[src/rtl/decereal_if.sv]
// decereal_if: serial line in, received byte plus status out, with the valid/ack handshake.
interface decereal_if;
    logic       cereal_in;
    logic       ack;
    logic [7:0] data;
    logic       valid;
    logic       frame_err;
    logic       parity_err;
    logic       overrun;
    logic       busy;
    modport slave (
        input  cereal_in, ack,
        output data, valid, frame_err, parity_err, overrun, busy
    );
    modport master (
        output cereal_in, ack,
        input  data, valid, frame_err, parity_err, overrun, busy
    );
endinterface

[src/rtl/decereal.sv]
// decereal: mid-bit sampling serial receiver with framing/parity/overrun flags.
// Define DECEREAL_PARITY_EN to add an even-parity bit before the stop bit.
module decereal #(
    parameter int CLKS_PER_BIT = 16
) (
    input logic       sysclk,
    input logic       reset,
    decereal_if.slave bus
);
    localparam int CW = $clog2(CLKS_PER_BIT);
    localparam logic [CW-1:0] HALF_M1 = CW'(CLKS_PER_BIT / 2 - 1);
    localparam logic [CW-1:0] BIT_M1  = CW'(CLKS_PER_BIT - 1);
    typedef enum logic [2:0] {
        IDLE,
        START,
        DATA,
`ifdef DECEREAL_PARITY_EN
        PARITY,
`endif
        STOP,
        WAIT_HIGH
    } state_t;
    state_t        r_state;
    logic          r_s1, r_s2;
    logic [CW-1:0] r_cnt;
    logic [2:0]    r_bit;
    logic [7:0]    r_shreg;
    logic [7:0]    r_data;
    logic          r_valid, r_frame_err, r_parity_err, r_overrun, r_busy;
    logic          w_tick;
    assign w_tick = r_cnt == BIT_M1;
    assign bus.data       = r_data;
    assign bus.valid      = r_valid;
    assign bus.frame_err  = r_frame_err;
    assign bus.overrun    = r_overrun;
    assign bus.busy       = r_busy;
`ifdef DECEREAL_PARITY_EN
    logic r_perr;
    assign bus.parity_err = r_parity_err;
`else
    assign bus.parity_err = 1'b0;
`endif
    always_ff @(posedge sysclk or posedge reset) begin
        if (reset) begin
            r_state      <= IDLE;
            r_s1         <= 1'b1;
            r_s2         <= 1'b1;
            r_cnt        <= '0;
            r_bit        <= '0;
            r_shreg      <= '0;
            r_data       <= '0;
            r_valid      <= 1'b0;
            r_frame_err  <= 1'b0;
            r_parity_err <= 1'b0;
            r_overrun    <= 1'b0;
            r_busy       <= 1'b0;
`ifdef DECEREAL_PARITY_EN
            r_perr       <= 1'b0;
`endif
        end else begin
            r_s1 <= bus.cereal_in;
            r_s2 <= r_s1;
            if (r_valid && bus.ack) begin
                r_valid   <= 1'b0;
                r_overrun <= 1'b0;
            end
            case (r_state)
                IDLE: if (!r_s2) begin
                    r_state <= START;
                    r_cnt   <= '0;
                    r_busy  <= 1'b1;
                end
                START: if (r_cnt == HALF_M1) begin
                    r_cnt   <= '0;
                    r_bit   <= '0;
                    r_state <= r_s2 ? IDLE : DATA;
                    r_busy  <= ~r_s2;
                end else begin
                    r_cnt <= r_cnt + 1'b1;
                end
                DATA: if (w_tick) begin
                    r_cnt   <= '0;
                    r_shreg <= {r_s2, r_shreg[7:1]};
                    r_bit   <= r_bit + 1'b1;
`ifdef DECEREAL_PARITY_EN
                    if (r_bit == 3'd7) r_state <= PARITY;
`else
                    if (r_bit == 3'd7) r_state <= STOP;
`endif
                end else begin
                    r_cnt <= r_cnt + 1'b1;
                end
`ifdef DECEREAL_PARITY_EN
                PARITY: if (w_tick) begin
                    r_cnt   <= '0;
                    r_perr  <= r_s2 ^ (^r_shreg);
                    r_state <= STOP;
                end else begin
                    r_cnt <= r_cnt + 1'b1;
                end
`endif
                // Commit wins over a same-edge ack: valid stays set, overrun follows ack.
                STOP: if (w_tick) begin
                    r_cnt       <= '0;
                    r_data      <= r_shreg;
                    r_frame_err <= ~r_s2;
`ifdef DECEREAL_PARITY_EN
                    r_parity_err <= r_perr;
`endif
                    r_valid     <= 1'b1;
                    r_overrun   <= r_valid ? ~bus.ack : r_overrun;
                    r_busy      <= 1'b0;
                    r_state     <= r_s2 ? IDLE : WAIT_HIGH;
                end else begin
                    r_cnt <= r_cnt + 1'b1;
                end
                WAIT_HIGH: if (r_s2) r_state <= IDLE;
                default: r_state <= IDLE;
            endcase
        end
    end
endmodule

[src/flat_wrapper.sv]
// flat-port wrapper written by rule: the top's interface ports become plain ports
module decereal_flat 
#(
    parameter int CLKS_PER_BIT = 16
)
  (sysclk, reset, bus_cereal_in, bus_ack, bus_data, bus_valid, bus_frame_err, bus_parity_err, bus_overrun, bus_busy);
  decereal_if bus_i ();
  input logic sysclk;
  input logic reset;
  input wire logic [$bits(bus_i.cereal_in)-1:0] bus_cereal_in;
  input wire logic [$bits(bus_i.ack)-1:0] bus_ack;
  output wire logic [$bits(bus_i.data)-1:0] bus_data;
  output wire logic [$bits(bus_i.valid)-1:0] bus_valid;
  output wire logic [$bits(bus_i.frame_err)-1:0] bus_frame_err;
  output wire logic [$bits(bus_i.parity_err)-1:0] bus_parity_err;
  output wire logic [$bits(bus_i.overrun)-1:0] bus_overrun;
  output wire logic [$bits(bus_i.busy)-1:0] bus_busy;
  assign bus_i.cereal_in = bus_cereal_in;
  assign bus_i.ack = bus_ack;
  assign bus_data = bus_i.data;
  assign bus_valid = bus_i.valid;
  assign bus_frame_err = bus_i.frame_err;
  assign bus_parity_err = bus_i.parity_err;
  assign bus_overrun = bus_i.overrun;
  assign bus_busy = bus_i.busy;
  decereal #(.CLKS_PER_BIT(CLKS_PER_BIT)) u_core (.sysclk(sysclk), .reset(reset), .bus(bus_i));
endmodule
[config.mk]
export PLATFORM = sky130hd
export DESIGN_NAME = decereal_flat
export DESIGN_NICKNAME = d
export VERILOG_FILES = /design/src/rtl/decereal_if.sv /design/src/rtl/decereal.sv /design/src/flat_wrapper.sv
export SDC_FILE = /design/constraint.sdc
export NUM_CORES = 1
export LEC_CHECK = 0
export ABC_AREA = 1
export CORE_ASPECT_RATIO = 1.25
export CORE_MARGIN = 1.5
export CORE_UTILIZATION = 55
export DETAILED_ROUTE_END_ITERATION = 8
export HOLD_SLACK_MARGIN = 0.08
export PLACE_DENSITY = 0.78
export RECOVER_POWER = 25
export SLEW_MARGIN = 10
export SYNTH_ARGS = -nofsm -noshare
export SYNTH_HDL_FRONTEND = slang
export SYNTH_SLANG_ARGS = --single-unit
[constraint.sdc]
create_clock -name sysclk -period 1.48 [get_ports sysclk]
set_input_delay 0.222 -clock sysclk [delete_from_list [all_inputs] [get_ports sysclk]]
set_output_delay 0.222 -clock sysclk [all_outputs]
set_load 0.02 [all_outputs]
==> Flow_metrics.wiki <==
{| class="wikitable"
! Metric !! Value
|-
| Status || complete, no violations
|-
| Syn. warnings || 0
|-
| Total clock buffers created by CTS || 5
|-
| Antenna fix cells || 0
|-
| Via total after detailed routing || 1,176
|-
| Max Clock Skew || 0.00499 ns
|-
| Area of all placed cells without fillers || 0.00184 mm^2
|-
| Yosys reg bits || 32
|-
| Crit path arrival time || 1.61 ns
|-
| Setup crit start || u_core.r_cnt[1]$_DFFE_PP0P_
|-
| Crit path to || u_core.r_shreg[2]$_DFFE_PP0P_
|-
| Total negative slack for setup checks || 0 ns
|-
| DIE HEIGHT || 63.2 um
|-
| Synthesized area per cell || 9.17 um^2
|-
| Horiz. Die Dim || 51.2 um
|-
| Critical Path Start Type || flip-flop
|-
| Count of fill cells added during filler insertion || 232
|-
| CP endpoint kind || flip-flop
|-
| Post-synthesis sequential area ratio || 0.504
|-
| Cell variety after synth || 24
|-
| Seq pwr share || 0.465
|-
| Final hold vios || 0
|-
| Number of endpoints failing setup at the final stage || 0
|-
| Min Tclk post-route || 1.39 ns
|-
| Number of buffers inserted to repair setup after CTS || 0
|-
| Post-detailed-route count of antenna-violating nets || 0
|-
| Insertion delay to the later sink of the worst-skew pair || 0.33 ns
|-
| Placed wire-length estimate || 2160 um
|-
| Max Freq || 721 MHz
|-
| Total number of nets in the final design || 202
|-
| GRT Total Usage || 0.221
|-
| Via/cell ratio || 5.11
|-
| Worst min path class || input port to asynchronous set/reset pin
|-
| Pins over their slew limit || 0
|-
| Register-to-Register Setup Slack || 0.09 ns
|-
| Depth of the worst register-to-register path || 7
|-
| Number of buffers between clock root and the deepest sink || 2
|-
| Number of detailed-route iterations in the first pass || 4
|-
| Internal Dissipation || 0.00150 W
|-
| Number of I/O port buffers || 15
|-
| Clk root buf || clkbuf_4
|-
| RSZ-0062 raised after global routing || no
|-
| CTS tree || built
|-
| Area of the core || 0.00271 mm^2
|-
| Largest driver fanout on the critical path || 16
|-
| Net switching component of the power || 0.000944 W
|-
| Largest vdd supply drop || 0.000935 V
|-
| First-pass GRT wire length || 5380 um
|-
| Footprint of the multi-input gates || 657 um^2
|-
| Initial detailed-routing violation count || 21
|-
| Sw Share || 0.386
|-
| Row count || 21
|-
| Max-cap viol count || 0
|-
| Portion of total power attributed to combinational logic || 0.313
|-
| Number of remaining DRC errors || 0
|-
| Sequential standard cell area || 803 um^2
|-
| Number of I/O pins || 17
|-
| Starting density of the core || 0.589
|-
| Clock network fraction of design power || 0.222
|-
| Number of antenna violations at the first check in global routing || 0
|-
| Total congestion overflow after global routing || 0
|-
| Area of the mapped netlist || 0.00160 mm^2
|-
| Cell Pwr Density || 1330 mW/mm^2
|-
| Clock H-tree levels || 2
|-
| CP Data Required Time || 1.71 ns
|-
| Area of the die || 0.00323 mm^2
|-
| Instance count of the mapped netlist || 174
|-
| Routed wire length per instance || 12.5 um
|-
| Via count of the first global-routing pass || 1,240
|-
| Synthesized Nets || 181
|-
| Layout overhead on the synthesized area || 15.1%
|-
| Fraction of final layout cells with drive strength greater than 1 || 0.250
|-
| Cell Area, Placed || 0.00179 mm^2
|-
| Clock transition at the registers of the reported paths || 0.10 ns
|-
| Largest net degree at the start of global routing || 21
|-
| Final wirelength || 2870 um
|-
| End of the worst register-to-register path || u_core.r_shreg[2]$_DFFE_PP0P_
|-
| Number of clock sinks || 32
|-
| Reported leakage power || 0.932 nW
|-
| Final Util || 0.678
|-
| Worst reg2reg path startpoint || u_core.r_cnt[1]$_DFFE_PP0P_
|-
| Crit path kind || flip-flop to flip-flop
|-
| Ratio of final minimum period to clock period || 0.937
|-
| RePlAce Congestion || 0.885
|}
-- area by class of cell --
class	count	share of cell area
Inverter	21	0.0457
Clock buffer	6	0.0279
Multi-Input combinational cell	115	0.358
Sequential cell	32	0.438
Timing Repair Buffer	20	0.0995
Tap cell	34	0.0232
Clock inverter	2	0.00818
-- Yosys cell counts (all sizes together) --
library cell,instances,area share
nand2,54,0.15
dfrtp,30,0.47
o21ai,24,0.12
inv,21,0.051
nor2,14,0.049
nand3,10,0.038
buf,6,0.035
nand4,5,0.020
ha,3,0.024
a22oi,2,0.0094
dfstp,2,0.033
a31oi,1,0.0039
conb,1,0.0024
or2,1,0.0039
-- sequential cells by signal, summed over array words and instances, names as in the netlist --
signal	cells
u_core.bus.frame_err	1
u_core.r_bit	3
u_core.bus.busy	1
u_core.r_s1	1
u_core.bus.data	8
u_core.r_state	3
u_core.r_cnt	4
u_core.r_s2	1
u_core.bus.valid	1
u_core.bus.overrun	1
u_core.r_shreg	8
-- cells by family after synthesis --
logic type,share of synthesized area
and+or+nand+nor,0.256
DFF,0.504
AOI/OAI and AO/OA,0.129
buffers and inverters,0.0863
adders and majority gates,0.0235
other,0.00235
-- layout by cell type, fill, tap and decap left out, types with 4 or more instances in the layout --
master,count
clkbuf_4,5
nand4_1,5
dfrtp_1,30
nand2_1,48
nand3_1,8
nor2_1,10
dlygate4sd2_1,12
inv_1,18
o21ai_2,17
o21ai_0,4
-- timing repair --
action	CTS	global route
resized for setup	12	3
cloned	0	0
setup endpoints to repair	12	26
hold buffers	0	0
-- metrics by stage --
stage	hold WS, ns	worst slack, ns	std cells	total power [W]
6_report	0.204	0.0939	230	0.00244
5_1_grt	0.197	0.00821	230	0.00265
4_1_cts	0.0824	0.0502	230	0.00247
3_5_place_dp	0.353	0.0752	222	0.00194
3_3_place_gp	0.348	0.125	222	0.00190
2_1_floorplan	0.226	0.206	174	0.00176
-- worst min-delay path by stage --
| stage | start | to | slack, ns |
|---|---|---|---|
| after floorplan | bus_cereal_in | u_core.r_s1$_DFF_PP1_ | 0.23 |
| after global placement | u_core.r_s1$_DFF_PP1_ | u_core.r_s2$_DFF_PP1_ | 0.35 |
| after detailed placement | u_core.r_s1$_DFF_PP1_ | u_core.r_s2$_DFF_PP1_ | 0.35 |
| after CTS | reset | u_core.bus.overrun$_DFFE_PP0P_ | 0.08 |
| after global routing | reset | u_core.bus.overrun$_DFFE_PP0P_ | 0.20 |
| final | reset | u_core.bus.overrun$_DFFE_PP0P_ | 0.20 |
-- critical path, cell delays in order (launching register included) --
cell and delay, ns:
dfrtp_1 0.39, ha_2 0.24, nand2_1 0.13, nor2_4 0.15
nand2_4 0.08, buf_12 0.16, nand2_1 0.07, o21ai_2 0.05
-- layer usage --
| layer | track usage | wire length (um) |
|---|---|---|
| met5 | 0 | 0 |
| met4 | 0.0946 | 78 |
| met3 | 0.0521 | 77 |
| met2 | 0.360 | 1500 |
| met1 | 0.277 | 1220 |
-- power by group through the flow --
stage          clock (W)  combinational [W]  sequential, W
6_report        0.000543           0.000765        0.00114
5_1_grt         0.000599           0.000897        0.00115
4_1_cts         0.000563           0.000776        0.00113
3_5_place_dp           0           0.000783        0.00115
3_3_place_gp           0           0.000763        0.00114
2_1_floorplan          0           0.000677        0.00108
Power figures use the tool's default switching activity.
